==> src/rtl/sr_ff_bank.sv <==
// Bank of clocked set/reset flip-flops with selectable S=R=1 handling
// and conflict reporting through per-channel flags and a saturating counter.
module sr_ff_bank #(
  parameter int              WIDTH = 8,
  parameter int              MODE  = 0,
  parameter logic [WIDTH-1:0] INIT = '0,
  parameter int              CNT_W = 8
) (
  input  logic             clk,
  input  logic             rst,
  input  logic             en,
  input  logic [WIDTH-1:0] s,
  input  logic [WIDTH-1:0] r,
  input  logic             clr_err,
  output logic [WIDTH-1:0] q,
  output logic [WIDTH-1:0] qb,
  output logic [WIDTH-1:0] conflict,
  output logic             err_sticky,
  output logic [CNT_W-1:0] err_count
);

  generate
    if (WIDTH < 1 || CNT_W < 1 || MODE < 0 || MODE > 3) begin : g_bad_param
      $error("sr_ff_bank: illegal WIDTH, CNT_W or MODE");
    end
  endgenerate

  logic [WIDTH-1:0] q_nxt;
  logic [WIDTH-1:0] conf_nxt;
  logic             any_conf;
  logic             cnt_sat;

  always_comb begin
    q_nxt    = q;
    conf_nxt = {WIDTH{en}} & s & r;
    any_conf = |conf_nxt;
    cnt_sat  = &err_count;
    if (en) begin
      // Each form reduces to set/reset/hold when s and r differ or are both 0
      unique case (MODE)
        0:       q_nxt = (q | s) & ~r;
        1:       q_nxt = (q & ~r) | s;
        2:       q_nxt = (s & ~q) | (q & ~r);
        3:       q_nxt = (s & ~r) | (q & ~(r & ~s));
        default: q_nxt = q;
      endcase
    end
  end

  always_ff @(posedge clk) begin
    if (rst) begin
      q          <= INIT;
      conflict   <= '0;
      err_sticky <= 1'b0;
      err_count  <= '0;
    end else begin
      q        <= q_nxt;
      conflict <= conf_nxt;
      if (clr_err) begin
        // A conflict in the clearing cycle is kept as the first new event
        err_sticky <= any_conf;
        err_count  <= any_conf ? CNT_W'(1) : '0;
      end else if (any_conf) begin
        err_sticky <= 1'b1;
        if (!cnt_sat)
          err_count <= err_count + 1'b1;
      end
    end
  end

  assign qb = ~q;

endmodule

==> config.mk <==
export PLATFORM = sky130hd
export DESIGN_NAME = sr_ff_bank
export DESIGN_NICKNAME = d
export VERILOG_FILES = /design/src/rtl/sr_ff_bank.sv
export SDC_FILE = /design/constraint.sdc
export NUM_CORES = 1
export LEC_CHECK = 0
export BUFFER_PORTS_ARGS = -buffer_cell sky130_fd_sc_hd__buf_4
export CAP_MARGIN = 10
export CORE_UTILIZATION = 30
export CTS_CLUSTER_DIAMETER = 30
export DETAILED_ROUTE_END_ITERATION = 10
export GPL_TIMING_DRIVEN = 0
export SETUP_SLACK_MARGIN = 0.15
export SYNTH_ARGS = -nofsm -noshare
export SYNTH_HDL_FRONTEND = slang
export SYNTH_SLANG_ARGS = --single-unit
export TNS_END_PERCENT = 1
==> constraint.sdc <==
create_clock -name clk -period 1.6 [get_ports clk]
set_clock_uncertainty 0.1 [all_clocks]
set_input_delay 0.16 -clock clk [delete_from_list [all_inputs] [get_ports clk]]
set_output_delay 0.16 -clock clk [all_outputs]
set_load 0.02 [all_outputs]
==> results.sh, run 1 <==
export IMPL_required_ps=1760
export IMPL_rsz0062_at_grt="true"
export IMPL_hpwl_mm=2.116
export IMPL_worst_pin_slew_ps=489.0
export IMPL_wl_mm=2.996
export IMPL_crit_start="err_count[0]"
export IMPL_ioPinCount=53
export IMPL_avgRoutedWirePerCell_um=12.75
export IMPL_setup_viol=0
export IMPL_grt_pass1_vias=1056
export IMPL_cpMaxStageDelayCell="dfxtp_4"
export IMPL_worstReg2RegStart="err_count[0]"
export IMPL_grt_total_usage_pct=17.32
export IMPL_ys_types=25
export IMPL_clk_pin_slew_worst_paths_ps=130
export IMPL_ff2ff_path_depth=6
export IMPL_core_um2=3128
export IMPL_numPortBuffers=52
export IMPL_worstSetupPathType="reg -> reg"
export IMPL_layout_commonest_cell="buf_4"
export IMPL_synth_ff_type="dfxtp_1"
export IMPL_viasPerCell=4.885
export IMPL_p_per_area_nw_per_um2=693.1
export IMPL_finalCriticalPeriod_ps=1588
export IMPL_vias=1148
export IMPL_cp_arrival_ps=1750
export IMPL_layout_drive_gt1_share_pct=38.22
export IMPL_grt_pass1_wl_mm=4.733
export IMPL_finalNetCount=213
export IMPL_place_gp_congestion=0.7903
export IMPL_slew_headroom_pct=67.40
export IMPL_cts_root_buffer="clkbuf_4"
export IMPL_num_antenna_cells=0
export IMPL_antenna_found_initial=0
export IMPL_start_util_pct=32.40
export IMPL_chipWidth_um=60.12
export IMPL_syn_to_final_growth_pct=68.52
export IMPL_cp_slowest_stage_delay_ps=390
export IMPL_die_area_um2=3614
export IMPL_synth_cells=119
export IMPL_postLayoutCoreUtil_pct=54.60
export IMPL_hp_class="in -> reg"
export IMPL_post_route_period_util_pct=99.23
export IMPL_final_cell_mix="buf_4, dfxtp_1, dlygate4sd3_1"
export IMPL_htreeDepth=1
export IMPL_cap_violations=0
export IMPL_crit_path_end_kind="flop"
export IMPL_grt_overflow_total=0
export IMPL_synth_edf_count=0
export IMPL_drtPass1Iterations=4
export IMPL_vdd_ir_drop_max_uv=319.4
export IMPL_p_leak_nw=0.6999
export IMPL_cp_common_cell="or3_1"
export IMPL_cp_endpoint="err_count[4]"
export IMPL_n_fill_cell=298
export IMPL_crit_fanout=9
export IMPL_status="completed"
export IMPL_worstReg2RegEnd="err_count[4]"
export IMPL_worstPathCellList="ha_4 > nand3_4 > nor2_4 > or3_1 > or3_1 > a21oi_1"
export IMPL_hold_violations=0
export IMPL_hold_ws_ps=27.57
export IMPL_ant_nets=0
export IMPL_fmaxAchievable_mhz=629.9
export IMPL_ys_warn_count=0
export IMPL_ys_seq_area_share_pct=49.38
export IMPL_worstSkewPairLatency_ps=320
export IMPL_drc=0
export IMPL_synth_seq_cells=25
export IMPL_numCtsBuffers=3
export IMPL_syn_avg_cell_area_um2=8.517
export IMPL_grt_max_degree=15
export IMPL_drv_slew=0
export IMPL_cts_sinks=25
export IMPL_die_y_um=60.12
export IMPL_syn_nets=140
export IMPL_clockBufferDepth=2
export IMPL_drt_initial_drc_count=37
export IMPL_critPathLaunchType="flop"
export IMPL_tritoncts="built"
export IMPL_rows=20
export IMPL_syn_cell_area_um2=1013
export IMPL_r2r_slack_ps=10
export IMPL_async_flop_share_pct=0
[cell type report]
type	count	area (um^2)	share of cell area (%)
Clock buffer	3	22.52	1.319
Buffer	5	21.27	1.245
Sequential cell	25	513.0	30.04
Tap cell	44	55.05	3.223
Inverter	9	33.78	1.978
Multi-Input combinational cell	80	506.7	29.67
Timing Repair Buffer	68	550.5	32.23
Clock inverter	1	5.005	0.2930
[routing by layer]
metal / vias up / part of all wire [%] / GRT usage (%)
met5: - / 0 / 0
met4: 0 / 1.8 / 8.638
met3: 5 / 3.6 / 1.948
met2: 32 / 53 / 29.04
met1: 539 / 42 / 21.71
li1: 572 / - / -
[power breakdown]
part	internal (mW)	leakage, nW	switching, mW
clock	0.0937	0.0177	0.191
combinational	0.120	0.475	0.123
sequential	0.641	0.207	0.0155
total	0.855	0.700	0.329
[worst max-delay path, delay by kind of cell, from the launching register on]
kind,cells,cell delay [ps]
adder cells (fa/ha/maj),1,180
AO/OA/AOI/OAI,1,110
AND/OR/NAND/NOR,4,760
flip-flops,1,390
[state kept, by name (all words and copies together), names as in the netlist]
name	flops
conflict	8
err_count	8
err_sticky	1
q	8
[synthesized netlist by cell type, drive strengths merged, types with 3 or more instances]
master  instances  share of area [%]
o21ai           4                2.0
dfxtp          25                 49
o31ai           3                2.2
or4b            3                3.0
inv             9                3.3
buf             3                1.4
nand4           4                3.1
a211oi          8                5.9
nor2           14                5.4
nand2          15                5.6
a21oi          14                6.9
[stage by stage]
step           setup slack (ps)  setup TNS (ps)  instance area [um^2]  cells  total power [mW]
4_1_cts                   10.24               0                  1692    235             1.196
2_1_floorplan             52.89               0                  1054    119            0.7702
3_5_place_dp             -30.33          -30.33                  1499    215            0.8835
3_3_place_gp             -21.34          -21.34                  1499    215            0.8802
5_1_grt                  -86.21          -181.9                  1708    235             1.251
6_report                  12.33               0                  1708    235             1.184
[timing repair]
action / CTS / global route
gates resized for setup: 3 / 5
hold endpoints to repair: 16 / 0
setup endpoints to repair: 7 / 7
hold buffers: 16 / 0
pin swaps: 8 / 5
cloned: 0 / 0
setup buffers: 0 / 0
[worst min-delay path by stage]
| stage | cells past startpoint | start | slack (ps) | end |
|---|---|---|---|---|
| 3_3_place_gp | 2 | r[2] | 260 | q[2] |
| 6_report | 3 | rst | 30 | err_count[6] |
| 4_1_cts | 3 | rst | 20 | err_count[6] |
| 3_5_place_dp | 2 | r[7] | 260 | q[7] |
| 2_1_floorplan | 1 | r[0] | 160 | q[0] |
| 5_1_grt | 3 | rst | 20 | err_count[6] |
[logic make-up after synthesis]
kind of cell    count (synthesis)  synth area share, %
simple gates                   45                22.72
compound gates                 34                21.23
flops                          25                49.38
buf+inv                        14                5.432
fa+ha+maj                       1                1.234
Power figures use the tool's default switching activity.
==> run 2: changes to the inputs <==
--- a/config.mk
+++ b/config.mk
@@ -7,10 +7,13 @@
 export LEC_CHECK = 0
 export BUFFER_PORTS_ARGS = -buffer_cell sky130_fd_sc_hd__buf_4
 export CAP_MARGIN = 10
-export CORE_UTILIZATION = 30
+export CELL_PAD_IN_SITES_DETAIL_PLACEMENT = 2
+export CELL_PAD_IN_SITES_GLOBAL_PLACEMENT = 2
+export CORE_UTILIZATION = 21
 export CTS_CLUSTER_DIAMETER = 30
 export DETAILED_ROUTE_END_ITERATION = 10
 export GPL_TIMING_DRIVEN = 0
+export PLACE_DENSITY = 0.82
 export SETUP_SLACK_MARGIN = 0.15
 export SYNTH_ARGS = -nofsm -noshare
 export SYNTH_HDL_FRONTEND = slang
==> results.sh, run 2 (synthesis gave the netlist of run 1 again) <==
export IMPL_status="complete, but fails checks"
export IMPL_violations="setup timing"
export IMPL_grt_total_usage_pct=15.89
export IMPL_drc=0
export IMPL_setup_viol=2
export IMPL_worstSetupPathType="reg -> reg"
export IMPL_worstSkewPairLatency_ps=270
export IMPL_hold_path_depth=3
export IMPL_fmaxAchievable_mhz=605.1
export IMPL_post_route_period_util_pct=103.3
export IMPL_layout_drive_gt1_share_pct=40.00
export IMPL_r2r_slack_ps=-50
export IMPL_clk_pin_slew_worst_paths_ps=100
export IMPL_htreeDepth=1
export IMPL_grt_overflow_total=0
export IMPL_drv_slew=0
export IMPL_grt_max_degree=17
export IMPL_clockBufferDepth=2
export IMPL_final_cell_mix="buf_4, dfxtp_1, nand2_1"
export IMPL_numCtsBuffers=3
export IMPL_viasPerCell=4.983
export IMPL_syn_to_final_growth_pct=65.06
export IMPL_tritoncts="built"
export IMPL_crit_path_end_kind="flop"
export IMPL_rows=24
export IMPL_p_leak_nw=0.6951
export IMPL_hold_path_startpoint="s[6]"
export IMPL_finalCriticalPeriod_ps=1653
export IMPL_num_antenna_cells=0
export IMPL_ff2ff_path_depth=6
export IMPL_slew_headroom_pct=65.65
export IMPL_drtPass1Iterations=4
export IMPL_finalNetCount=207
export IMPL_cap_violations=0
export IMPL_place_gp_congestion=0.7672
export IMPL_p_seq_share_pct=50.3
export IMPL_swShare_pct=28.89
export IMPL_internal_power_uw=933.3
export IMPL_antenna_found_initial=0
export IMPL_reg_top3="conflict x8, err_count x8, q x8"
export IMPL_drt_initial_drc_count=43
export IMPL_rsz0062_at_grt="true"
export IMPL_wl_mm=3.929
export IMPL_hpwl_mm=2.966
export IMPL_start_util_pct=22.50
export IMPL_hp_class="in -> reg"
export IMPL_cts_root_buffer="clkbuf_8"
export IMPL_critPathLaunchType="flop"
export IMPL_dp_slack_ps=-183.9
export IMPL_die_area_um2=5108
export IMPL_ioPinCount=53
export IMPL_numPortBuffers=52
export IMPL_hold_path_endpoint="conflict[6]"
export IMPL_die_y_um=71.47
export IMPL_worstReg2RegStart="err_count[0]"
export IMPL_grt_pass1_vias=1317
export IMPL_clkPwrFrac_pct=31.9
export IMPL_vdd_ir_drop_max_uv=545.5
export IMPL_grt_pass1_wl_mm=6.382
export IMPL_chipWidth_um=71.47
export IMPL_p_per_area_nw_per_um2=784.6
export IMPL_cts_sinks=25
export IMPL_setup_tns_ps=-70.68
export IMPL_hold_violations=0
export IMPL_fin_ws_ps=-52.62
export IMPL_ant_nets=0
export IMPL_required_ps=1720
export IMPL_p_comb_share_pct=17.8
export IMPL_layout_commonest_cell="buf_4"
export IMPL_p_switching_uw=379.2
export IMPL_worst_pin_slew_ps=515.3
export IMPL_core_um2=4504
export IMPL_worstReg2RegEnd="err_count[4]"
export IMPL_avgRoutedWirePerCell_um=16.58
export IMPL_vias=1181
export IMPL_crit_fanout=9
export IMPL_cp_arrival_ps=1770
run 2: cell types whose count changed in the layout (fill, tap and decap cells not counted), moves of 2 or more:
cell,delta
dlygate4sd3_1,-8
or3_1,-2
clkbuf_8,+3
buf_4,+2
or3_4,+2
clkbuf_4,-3
run 2: final cells by class:
class / count / area [um^2]
Clock buffer: 3 / 41.29
Inverter: 9 / 33.78
Tap cell: 52 / 65.06
Clock inverter: 1 / 8.758
Multi-Input combinational cell: 80 / 506.7
Timing Repair Buffer: 62 / 485.5
Fill cell: 524 / 2831
Buffer: 5 / 21.27
Sequential cell: 25 / 510.5
run 2: critical path: stages (launching register included):
cell and delay [ps]:
dfxtp_4 380, ha_4 180, nand3_4 90, nor2_4 70, or3_4 330, or3_4 330
a21oi_2 110
run 2: worst max path at each step:
stage | from | to | slack [ps] | depth (start not counted)
4_1_cts | err_count[0] | err_count[4] | -80 | 6
2_1_floorplan | err_count[4] | err_count[6] | 50 | 5
5_1_grt | err_count[2] | err_count[7] | -130 | 4
3_3_place_gp | r[4] | err_count[6] | -60 | 7
3_5_place_dp | r[4] | err_count[6] | -180 | 7
6_report | err_count[0] | err_count[4] | -50 | 6
run 2: per-layer routing:
metal	wire length (um)	track usage (%)	vias to the layer above
met5	0	0	-
met4	0	0	0
met3	235	4.641	0
met2	2121	31.11	41
met1	1572	18.06	585
li1	-	-	555
run 2: timing repair:
item	CTS	global route
gates cloned	0	0
endpoints found under the setup margin	7	9
buffers inserted	0	2
pin swaps	7	1
endpoints found under the hold margin	8	0
gates resized for setup	0	5
hold buffers	8	0
run 2: through the flow:
| step | util, % | std cells | hold slack, ps | power [mW] | cell area [um^2] |
|---|---|---|---|---|---|
| global placement | 33.50 | 223 | 254.1 | 0.8811 | 1509 |
| finish | 37.14 | 237 | 35.72 | 1.312 | 1673 |
| floorplan | - | 119 | 160.1 | 0.7702 | 1054 |
| global route | 37.14 | 237 | 32.77 | 1.379 | 1673 |
| CTS | 36.39 | 235 | 27.48 | 1.328 | 1639 |
| detailed placement | 33.50 | 223 | 262.3 | 0.8937 | 1509 |
run 2: power groups by stage:
stage | sequential, mW | clock [mW] | combinational [mW]
5_1_grt | 0.663 | 0.463 | 0.253
3_5_place_dp | 0.675 | 0 | 0.219
3_3_place_gp | 0.672 | 0 | 0.209
2_1_floorplan | 0.697 | 0 | 0.0736
4_1_cts | 0.661 | 0.433 | 0.234
6_report | 0.660 | 0.419 | 0.234
==> run 3: changes to the inputs <==
--- a/config.mk
+++ b/config.mk
@@ -12,7 +12,7 @@
 export CORE_UTILIZATION = 21
 export CTS_CLUSTER_DIAMETER = 30
 export DETAILED_ROUTE_END_ITERATION = 10
-export GPL_TIMING_DRIVEN = 0
+export GPL_TIMING_DRIVEN = 1
 export PLACE_DENSITY = 0.82
 export SETUP_SLACK_MARGIN = 0.15
 export SYNTH_ARGS = -nofsm -noshare
==> results.sh, run 3 (synthesis gave the netlist of run 1 again) <==
export IMPL_hold_violations=0
export IMPL_fmaxAchievable_mhz=617.9
export IMPL_violations="setup timing"
export IMPL_hp_class="in -> reg"
export IMPL_clk_pin_slew_worst_paths_ps=90
export IMPL_worstReg2RegStart="err_count[0]"
export IMPL_finalCriticalPeriod_ps=1619
export IMPL_drc=0
export IMPL_n_fill_cell=523
export IMPL_final_area_um2=1702
export IMPL_drtPass1Iterations=4
export IMPL_place_gp_congestion=0.7683
export IMPL_ant_nets=0
export IMPL_grt_overflow_total=0
export IMPL_hpwl_mm=2.861
export IMPL_cp_arrival_ps=1720
export IMPL_die_area_um2=5108
export IMPL_wl_mm=3.913
export IMPL_rows=24
export IMPL_drt_initial_drc_count=42
export IMPL_crit_path_end_kind="flop"
export IMPL_r2r_slack_ps=-20
export IMPL_required_ps=1700
export IMPL_ff2ff_path_depth=6
export IMPL_status="complete, but fails checks"
export IMPL_dpl_cell_area_um2=1525
export IMPL_grt_max_degree=18
export IMPL_ioPinCount=53
export IMPL_core_um2=4504
export IMPL_clockBufferDepth=2
export IMPL_hold_path_depth=3
export IMPL_worstSkewPairLatency_ps=270
export IMPL_worstReg2RegEnd="err_count[4]"
export IMPL_grt_total_usage_pct=16.00
export IMPL_crit_fanout=9
export IMPL_p_per_area_nw_per_um2=753.6
export IMPL_vias=1163
export IMPL_setup_viol=3
export IMPL_num_antenna_cells=0
export IMPL_regArea_um2=511.7
export IMPL_worst_pin_slew_ps=423.3
export IMPL_htreeDepth=1
export IMPL_die_y_um=71.47
export IMPL_syn_to_final_growth_pct=67.90
export IMPL_crit_start="err_count[0]"
export IMPL_vdd_ir_drop_max_uv=280.1
export IMPL_post_route_period_util_pct=101.2
export IMPL_rsz0062_at_grt="true"
export IMPL_antenna_found_initial=0
export IMPL_tritoncts="built"
export IMPL_numPortBuffers=52
export IMPL_finalNetCount=210
export IMPL_critPathLaunchType="flop"
export IMPL_viasPerCell=4.846
export IMPL_cts_root_buffer="clkbuf_8"
export IMPL_avgRoutedWirePerCell_um=16.30
export IMPL_final_cell_mix="buf_4, dfxtp_1, nand2_1"
export IMPL_dp_slack_ps=-16.29
export IMPL_reg_top3="conflict x8, err_count x8, q x8"
export IMPL_multi_input_area_um2=500.5
export IMPL_numCtsBuffers=3
export IMPL_grt_pass1_vias=1326
export IMPL_cts_sinks=25
export IMPL_chipWidth_um=71.47
export IMPL_cap_violations=0
export IMPL_layout_commonest_cell="buf_4"
export IMPL_p_leak_nw=0.7200
export IMPL_cp_endpoint="err_count[4]"
export IMPL_grt_pass1_wl_mm=6.237
export IMPL_layout_drive_gt1_share_pct=42.02
export IMPL_drv_slew=0
export IMPL_start_util_pct=22.50
export IMPL_fin_ws_ps=-18.51
export IMPL_slew_headroom_pct=71.48
export IMPL_worstSetupPathType="reg -> reg"
run 3: worst max-delay path, stage by stage, from the launching register on:
cell     delay (ps)
dfxtp_4         370
ha_4            170
nand3_4          90
nor2_4           60
or3_1           330
or3_1           310
a21oi_1         120
run 3: worst min path at each step:
stage / start / end / slack, ps
after floorplan: r[0] / q[0] / 160
after global placement: r[6] / q[6] / 250
after detailed placement: r[3] / q[3] / 260
after CTS: s[6] / conflict[6] / 30
after global routing: s[6] / conflict[6] / 40
final: s[6] / conflict[6] / 40
run 3: power by group:
| part | internal, mW | total (mW) | leakage (nW) | switching, mW |
|---|---|---|---|---|
| registers | 0.642 | 0.658 | 0.207 | 0.0160 |
| clock network | 0.178 | 0.385 | 0.0228 | 0.207 |
| logic | 0.114 | 0.239 | 0.490 | 0.125 |
| total | 0.934 | 1.28 | 0.720 | 0.348 |
run 3: layout make-up:
cell class / count / area share (%)
clock buffers: 4 / 2.647
inverters: 9 / 1.985
multi-input cells: 80 / 29.41
flip-flops and latches: 25 / 30.07
well taps: 52 / 3.824
repair buffers: 70 / 32.06
run 3: per-layer routing:
metal	vias to the layer above	GRT usage, %	wire (um)
li1	557	-	-
met1	555	15.59	1488
met2	46	32.59	2114
met3	5	4.079	253
met4	0	4.793	57
met5	-	0	0
run 3: timing repair:
action / 4_1_cts / 5_1_grt
hold buffers: 8 / 0
resized for setup: 5 / 0
pin swaps: 7 / 4
setup buffers: 5 / 0
hold endpoints to repair: 8 / 0
endpoints found under the setup margin: 8 / 8
run 3: stage by stage:
| step | power [mW] | util, % | setup TNS (ps) | hold slack (ps) | cells |
|---|---|---|---|---|---|
| 2_1_floorplan | 0.7702 | - | 0 | 160.1 | 119 |
| 3_3_place_gp | 0.8793 | 33.86 | 0 | 254.5 | 223 |
| 3_5_place_dp | 0.8887 | 33.86 | -37.51 | 263.9 | 223 |
| 4_1_cts | 1.299 | 37.78 | -39.29 | 34.72 | 240 |
| 5_1_grt | 1.353 | 37.78 | -342.8 | 38.58 | 240 |
| 6_report | 1.282 | 37.78 | -41.81 | 37.91 | 240 |
